===== src/rtl/sd_pkg.sv =====
`default_nettype none
// ============================================================================
// Module      : sd_pkg
// Description : Shared types, byte constants, error bit positions and the
//               CRC7 helper for the SD-over-SPI command sequencer.
// Revision    : 1.0 - initial release
// ============================================================================
package sd_pkg;

    typedef enum logic [2:0] {
        ST_IDLE  = 3'd0,
        ST_CMD   = 3'd1,
        ST_R1    = 3'd2,
        ST_EXTRA = 3'd3,
        ST_TOKEN = 3'd4,
        ST_DATA  = 3'd5,
        ST_CRC   = 3'd6,
        ST_FIN   = 3'd7
    } sd_state_e;

    localparam logic [7:0]  START_TOKEN = 8'hFE;
    localparam logic [7:0]  IDLE_BYTE   = 8'hFF;
    localparam logic [1:0]  CMD_PREFIX  = 2'b01;

    localparam int ERR_R1_TIMEOUT    = 0;
    localparam int ERR_TOKEN_TIMEOUT = 1;
    localparam int ERR_CRC           = 2;

    localparam logic [6:0]  CRC7_POLY   = 7'h09;
    localparam logic [15:0] CRC16_POLY  = 16'h1021;

    // Advances the CRC7 by one command byte, MSB first.
    function automatic logic [6:0] crc7_byte(input logic [6:0] crc, input logic [7:0] din);
        logic [6:0] c;
        logic       fb;
        c = crc;
        for (int i = 7; i >= 0; i--) begin
            fb = c[6] ^ din[i];
            c  = {c[5:0], 1'b0};
            if (fb) begin
                c = c ^ CRC7_POLY;
            end
        end
        return c;
    endfunction

endpackage
`default_nettype wire


===== src/rtl/sd_crc16.sv =====
`default_nettype none
// ============================================================================
// Module      : sd_crc16
// Description : Byte-wide parallel CRC16-CCITT (init 0) with clear and enable.
// Revision    : 1.0 - initial release
// ============================================================================
module sd_crc16
    import sd_pkg::*;
(
    input  logic        clk,
    input  logic        reset,
    input  logic        clr,
    input  logic        en,
    input  logic [7:0]  din,
    output logic [15:0] crc
);

    logic [15:0] crc_q, crc_d;
    logic        fb;

    always_comb begin
        crc_d = crc_q;
        fb    = 1'b0;
        if (clr) begin
            crc_d = '0;
        end else if (en) begin
            for (int i = 7; i >= 0; i--) begin
                fb    = crc_d[15] ^ din[i];
                crc_d = {crc_d[14:0], 1'b0};
                if (fb) begin
                    crc_d = crc_d ^ CRC16_POLY;
                end
            end
        end
    end

    always_ff @(posedge clk) begin
        if (reset) begin
            crc_q <= '0;
        end else begin
            crc_q <= crc_d;
        end
    end

    assign crc = crc_q;

endmodule
`default_nettype wire


===== src/rtl/sd_cmd_seq.sv =====
`default_nettype none
// ============================================================================
// Module      : sd_cmd_seq
// Description : SD-over-SPI command sequencer: frame + CRC7, R1 poll, trailing
//               response bytes, data token wait and block read with backpressure.
//               Define SD_DATA_CRC_EN to check the block CRC16.
// Revision    : 1.0 - initial release
// ============================================================================
module sd_cmd_seq
    import sd_pkg::*;
#(
    parameter logic [15:0] NCR_MAX   = 16'd8,
    parameter logic [15:0] TOKEN_MAX = 16'd50000,
    parameter logic [15:0] BLOCK_LEN = 16'd512
) (
    input  logic        clk,
    input  logic        reset,
    input  logic        start,
    input  logic [5:0]  cmd_index,
    input  logic [31:0] cmd_arg,
    input  logic [2:0]  resp_extra,
    input  logic        read_block,
    output logic        xfer_req,
    output logic [7:0]  xfer_tx,
    input  logic        xfer_done,
    input  logic [7:0]  xfer_rx,
    output logic [7:0]  data_out,
    output logic        data_valid,
    input  logic        data_ready,
    output logic        busy,
    output logic        done,
    output logic [7:0]  r1,
    output logic [31:0] resp,
    output logic [2:0]  err
);

    sd_state_e   state_q, state_d;
    logic [5:0]  idx_q, idx_d;
    logic [31:0] arg_q, arg_d;
    logic [2:0]  extra_q, extra_d;
    logic        rdblk_q, rdblk_d;
    logic [15:0] cnt_q, cnt_d;
    logic [6:0]  crc7_q, crc7_d;
    logic [7:0]  r1_q, r1_d;
    logic [31:0] resp_q, resp_d;
    logic [2:0]  err_q, err_d;
    logic [7:0]  data_q, data_d;
    logic        data_valid_q, data_valid_d;

    logic [15:0] cnt_inc;
    logic        xfer_fire;
    logic        data_fire;
    logic        crc_bad;
    logic [7:0]  cmd_byte;

    // A data byte must be drained before the next exchange is requested.
    assign xfer_req  = (state_q == ST_CMD) || (state_q == ST_R1) || (state_q == ST_EXTRA) ||
                       (state_q == ST_TOKEN) || (state_q == ST_CRC) ||
                       ((state_q == ST_DATA) && !data_valid_q);
    assign xfer_fire = xfer_req && xfer_done;
    assign data_fire = data_valid_q && data_ready;
    assign cnt_inc   = cnt_q + 16'd1;

    always_comb begin
        case (cnt_q[2:0])
            3'd0:    cmd_byte = {CMD_PREFIX, idx_q};
            3'd1:    cmd_byte = arg_q[31:24];
            3'd2:    cmd_byte = arg_q[23:16];
            3'd3:    cmd_byte = arg_q[15:8];
            3'd4:    cmd_byte = arg_q[7:0];
            3'd5:    cmd_byte = {crc7_q, 1'b1};
            default: cmd_byte = IDLE_BYTE;
        endcase
    end

    assign xfer_tx = (state_q == ST_CMD) ? cmd_byte : IDLE_BYTE;

`ifdef SD_DATA_CRC_EN
    logic [15:0] crc16;
    logic [7:0]  crc_hi_q, crc_hi_d;

    sd_crc16 u_crc16 (
        .clk   (clk),
        .reset (reset),
        .clr   (state_q == ST_IDLE),
        .en    (data_fire),
        .din   (data_q),
        .crc   (crc16)
    );

    assign crc_hi_d = ((state_q == ST_CRC) && xfer_fire && (cnt_q == 16'd0)) ? xfer_rx : crc_hi_q;
    assign crc_bad  = ({crc_hi_q, xfer_rx} != crc16);

    always_ff @(posedge clk) begin
        if (reset) begin
            crc_hi_q <= '0;
        end else begin
            crc_hi_q <= crc_hi_d;
        end
    end
`else
    assign crc_bad = 1'b0;
`endif

    always_comb begin
        state_d      = state_q;
        idx_d        = idx_q;
        arg_d        = arg_q;
        extra_d      = extra_q;
        rdblk_d      = rdblk_q;
        cnt_d        = cnt_q;
        crc7_d       = crc7_q;
        r1_d         = r1_q;
        resp_d       = resp_q;
        err_d        = err_q;
        data_d       = data_q;
        data_valid_d = data_valid_q;

        case (state_q)
            ST_IDLE: begin
                if (start) begin
                    idx_d   = cmd_index;
                    arg_d   = cmd_arg;
                    extra_d = (resp_extra > 3'd4) ? 3'd4 : resp_extra;
                    rdblk_d = read_block;
                    err_d   = '0;
                    resp_d  = '0;
                    cnt_d   = '0;
                    crc7_d  = '0;
                    state_d = ST_CMD;
                end
            end
            ST_CMD: begin
                if (xfer_fire) begin
                    if (cnt_q == 16'd5) begin
                        cnt_d   = '0;
                        state_d = ST_R1;
                    end else begin
                        crc7_d = crc7_byte(crc7_q, cmd_byte);
                        cnt_d  = cnt_inc;
                    end
                end
            end
            ST_R1: begin
                if (xfer_fire) begin
                    if (!xfer_rx[7]) begin
                        r1_d  = xfer_rx;
                        cnt_d = '0;
                        if (extra_q != 3'd0) begin
                            state_d = ST_EXTRA;
                        end else if (rdblk_q && (xfer_rx == 8'h00)) begin
                            state_d = ST_TOKEN;
                        end else begin
                            state_d = ST_FIN;
                        end
                    end else if (cnt_inc == NCR_MAX) begin
                        err_d[ERR_R1_TIMEOUT] = 1'b1;
                        state_d               = ST_FIN;
                    end else begin
                        cnt_d = cnt_inc;
                    end
                end
            end
            ST_EXTRA: begin
                if (xfer_fire) begin
                    resp_d = {resp_q[23:0], xfer_rx};
                    if (cnt_inc == {13'd0, extra_q}) begin
                        cnt_d   = '0;
                        state_d = (rdblk_q && (r1_q == 8'h00)) ? ST_TOKEN : ST_FIN;
                    end else begin
                        cnt_d = cnt_inc;
                    end
                end
            end
            ST_TOKEN: begin
                if (xfer_fire) begin
                    if (xfer_rx == START_TOKEN) begin
                        cnt_d   = '0;
                        state_d = ST_DATA;
                    end else if ((xfer_rx != IDLE_BYTE) || (cnt_inc == TOKEN_MAX)) begin
                        err_d[ERR_TOKEN_TIMEOUT] = 1'b1;
                        state_d                  = ST_FIN;
                    end else begin
                        cnt_d = cnt_inc;
                    end
                end
            end
            ST_DATA: begin
                if (xfer_fire) begin
                    data_d       = xfer_rx;
                    data_valid_d = 1'b1;
                    cnt_d        = cnt_inc;
                end
                if (data_fire) begin
                    data_valid_d = 1'b0;
                    if (cnt_q == BLOCK_LEN) begin
                        cnt_d   = '0;
                        state_d = ST_CRC;
                    end
                end
            end
            ST_CRC: begin
                if (xfer_fire) begin
                    if (cnt_q == 16'd1) begin
                        if (crc_bad) begin
                            err_d[ERR_CRC] = 1'b1;
                        end
                        cnt_d   = '0;
                        state_d = ST_FIN;
                    end else begin
                        cnt_d = cnt_inc;
                    end
                end
            end
            ST_FIN: begin
                state_d = ST_IDLE;
            end
            default: begin
                state_d = ST_IDLE;
            end
        endcase
    end

    always_ff @(posedge clk) begin
        if (reset) begin
            state_q      <= ST_IDLE;
            idx_q        <= '0;
            arg_q        <= '0;
            extra_q      <= '0;
            rdblk_q      <= 1'b0;
            cnt_q        <= '0;
            crc7_q       <= '0;
            r1_q         <= 8'hFF;
            resp_q       <= '0;
            err_q        <= '0;
            data_q       <= '0;
            data_valid_q <= 1'b0;
        end else begin
            state_q      <= state_d;
            idx_q        <= idx_d;
            arg_q        <= arg_d;
            extra_q      <= extra_d;
            rdblk_q      <= rdblk_d;
            cnt_q        <= cnt_d;
            crc7_q       <= crc7_d;
            r1_q         <= r1_d;
            resp_q       <= resp_d;
            err_q        <= err_d;
            data_q       <= data_d;
            data_valid_q <= data_valid_d;
        end
    end

    assign busy       = (state_q != ST_IDLE) && (state_q != ST_FIN);
    assign done       = (state_q == ST_FIN);
    assign r1         = r1_q;
    assign resp       = resp_q;
    assign err        = err_q;
    assign data_out   = data_q;
    assign data_valid = data_valid_q;

endmodule
`default_nettype wire

===== config.mk =====
export PLATFORM = sky130hd
export DESIGN_NAME = sd_cmd_seq
export DESIGN_NICKNAME = d
export VERILOG_FILES = /design/src/rtl/sd_pkg.sv /design/src/rtl/sd_crc16.sv /design/src/rtl/sd_cmd_seq.sv
export SDC_FILE = /design/constraint.sdc
export NUM_CORES = 1
export LEC_CHECK = 0
export ABC_AREA = 1
export CAP_MARGIN = 20
export CORE_MARGIN = 2
export CORE_UTILIZATION = 48
export CTS_CLUSTER_DIAMETER = 60
export DETAILED_ROUTE_END_ITERATION = 8
export GPL_TIMING_DRIVEN = 1
export PLACE_DENSITY = 0.8
export SYNTH_ARGS = -nofsm -noshare
export SYNTH_HDL_FRONTEND = slang
export SYNTH_SLANG_ARGS = --single-unit

===== constraint.sdc =====
create_clock -name clk -period 2 [get_ports clk]
set_input_delay 0.2 -clock clk [delete_from_list [all_inputs] [get_ports clk]]
set_output_delay 0.2 -clock clk [all_outputs]
set_load 0.02 [all_outputs]

==> results.yml <==
critical_path:
  cp_max_fo: 8
  crit_path_end_kind: "register"
  cp.required_ns: 2.27
  critical_path_class: "register to register"
  r2r-end: "cnt_q[0]"
  reg2reg_from: "cnt_q[0]"
  start_kind: "register"
  startpoint: "cnt_q[0]"
  critPathCapture: "cnt_q[0]"
  reg2reg_slack_ns: -0.35
  critPathArrivalTime_ns: 2.62
  reg2reg_depth: 17
layout:
  final_cell_mix: "nand2_1, buf_4, dfxtp_1"
  seqCellArea_um2: 2400
  nets: 1299
  n_fill_cell: 976
  multi_input_area_um2: 4190
  final_common_cell: "nand2_1"
  drive_gt1_frac: 0.295
  syn2layout_area_growth_pct: 52.1
  design_area_um2: 10200
  antenna_cells: 0
  final_util: 0.742
floorplan:
  core_um2: 13800
  initial_core_util: 0.488
  die_w_um: 122
  rows: 43
  dieHeight_um: 122
  fp.dieArea_um2: 15000
  io_pins: 118
route:
  wl_per_cell_um: 17.1
  routed_via_density: 5.68
  first_pass_iters: 7
  drc: 0
  drt_iter0_drc: 737
  vias: 8131
  ant_nets: 0
  routed_wl_mm: 24.5
sta:
  grt_setup_unrepaired: "true"
  tightest_slew_ns: 0.784
  maxSlewViolCount: 0
  finalSetupViolCount: 37
  tns_ns: -10.54
  max_slew_margin: 0.478
  min_period_over_period: 1.18
  hold_violations: 0
  fin_ws_ns: -0.354
  clock_skew_ns: 0.00754
  fmax_mhz: 425
  fin_crit_ns: 2.35
synthesis:
  ys_types: 49
  ys.flop_type: "dfxtp_1"
  netlist_area_um2: 6720
  synth_warnings: 0
  synth-async-reset-ratio: 0
  ys_top_cells_by_area: "dfxtp_1, nand2_1, nor2_1"
  ys_ff_latch: 119
  synthCells: 995
  synth_top_area_frac: 0.354
  ys_seq_area_frac: 0.354
  synthesis.nets: 1055
  synth_area_leader_cell: "dfxtp_1"
  synth-edff-count: 0
  synth_area_per_cell_um2: 6.76
placed_design:
  hpwl_mm: 15.6
  port_buffers: 116
  place_area_um2: 8980
  dp_slack_ns: -0.287
  gp_congestion: 0.942
pwr:
  pwr-share-comb: 0.503
  leakage_nw: 4.46
  switchingPower_w: 0.00493
  power_density_nw_per_um2: 1180
  swShare: 0.408
  seqPwrFrac: 0.238
  total_power_w: 0.0121
  p_int_w: 0.00714
  ir_worst_vdd_uv: 845
  p_clk_frac: 0.259
cts:
  cts_buffers: 17
  root_buffer: "clkbuf_16"
  cts.htree.levels: 4
  clkLatencyLatePin_ns: 0.42
  clk_pin_slew_worst_paths_ns: 0.06
  cts_tree: "yes"
  ctsHoldBuffers: 0
  clk_path_buf_depth: 2
  cts.sinks: 119
grt:
  first_global_vias: 7485
  grt_pass1_wl_mm: 36.7
  grt_max_degree: 72
  globalRouteOverflowTotal: 0
  grt_antenna_before_repair: 0
  grt_use_total: 0.311
outcome:
  violations: "setup timing"
  status: "finished with violations"
run:
  maxCapViolCount: 0
hold_path:
  hold_class: "input pin to register"
==> synth_stat cells, types with 5 or more instances <==
cell type,count
nand2_2,10
nand2_1,220
inv_2,9
nor2_2,7
nor2_4,5
o22ai_1,14
nand4_1,16
o21ai_0,76
nor3_1,8
o211ai_1,14
nor2_1,118
nand3_1,70
inv_1,101
clkbuf_1,33
a22oi_1,32
a21oi_1,62
dfxtp_1,119
nand2_4,17
a21oi_2,12
ha_1,5
==> worst max-delay path: stages (launching register included) <==
cell	delay [ns]
dfxtp_4	0.37
ha_4	0.19
buf_6	0.12
ha_4	0.28
nand2_2	0.06
inv_2	0.06
nand3_2	0.07
nor2_2	0.14
nand2_1	0.08
nor2_2	0.15
nand2_4	0.09
nand2_4	0.08
nand2_4	0.08
inv_4	0.09
nor2_8	0.04
buf_12	0.15
nand2_2	0.06
a21oi_1	0.05
==> sequential cells by signal (all words and copies together) (netlist names) <==
name        cells
crc7_q          7
state_q         3
rdblk_q         1
cnt_q          16
data_out        8
resp           32
data_valid      1
err             2
r1              8
arg_q          32
extra_q         3
idx_q           6
==> metal layers <==
metal,GRT usage,part of all wire
met5,0,0
met4,0.121,0.040
met3,0.0743,0.089
met2,0.509,0.47
met1,0.396,0.40
==> power groups by stage <==
stage,logic [W],registers [W],clock network [W]
after global placement,0.00460,0.00288,0
after global routing,0.00649,0.00290,0.00323
final,0.00608,0.00287,0.00313
after detailed placement,0.00468,0.00289,0
after CTS,0.00521,0.00286,0.00313
after floorplan,0.00291,0.00289,0
==> worst min-delay path by stage <==
stage | startpoint | end | slack, ns | depth (start not counted)
after floorplan | read_block | rdblk_q | 0.33 | 2
after global placement | arg_q[31] | arg_q[31] | 0.44 | 2
after detailed placement | arg_q[27] | arg_q[27] | 0.45 | 2
after CTS | reset | r1[7] | 0.34 | 4
after global routing | cmd_arg[0] | arg_q[0] | 0.36 | 3
final | reset | r1[7] | 0.36 | 4
==> what timing repair did <==
item,in CTS,in global routing
pin swaps,18,53
cloned,1,0
endpoints found under the setup margin,39,77
resized for setup,105,96
buffers inserted,9,8
==> stage by stage <==
| step | hold slack (ns) | cells |
|---|---|---|
| after floorplan | 0.335 | 995 |
| after global placement | 0.443 | 1382 |
| after detailed placement | 0.448 | 1382 |
| after CTS | 0.344 | 1423 |
| after global routing | 0.362 | 1431 |
| final | 0.364 | 1431 |
==> cell type report <==
type | count | share of cell area
sequential | 119 | 0.234
tap | 180 | 0.0220
clock buffer | 20 | 0.0437
multi-input combinational | 723 | 0.410
inverter | 113 | 0.0431
clock inverter | 11 | 0.0147
timing repair buffer | 265 | 0.232
==> kinds of logic (layout without fill, tap and decap cells) <==
group,count (synthesis),count (layout),synth area share
other,1,1,0.000558
AND/OR/NAND/NOR,485,486,0.337
flip-flops,119,119,0.354
adder cells (fa/ha/maj),5,5,0.00931
AO/OA/AOI/OAI,226,226,0.200
XOR/XNOR,5,5,0.00651
buffers and inverters,154,409,0.0920
(Power assumes the default switching activity.)
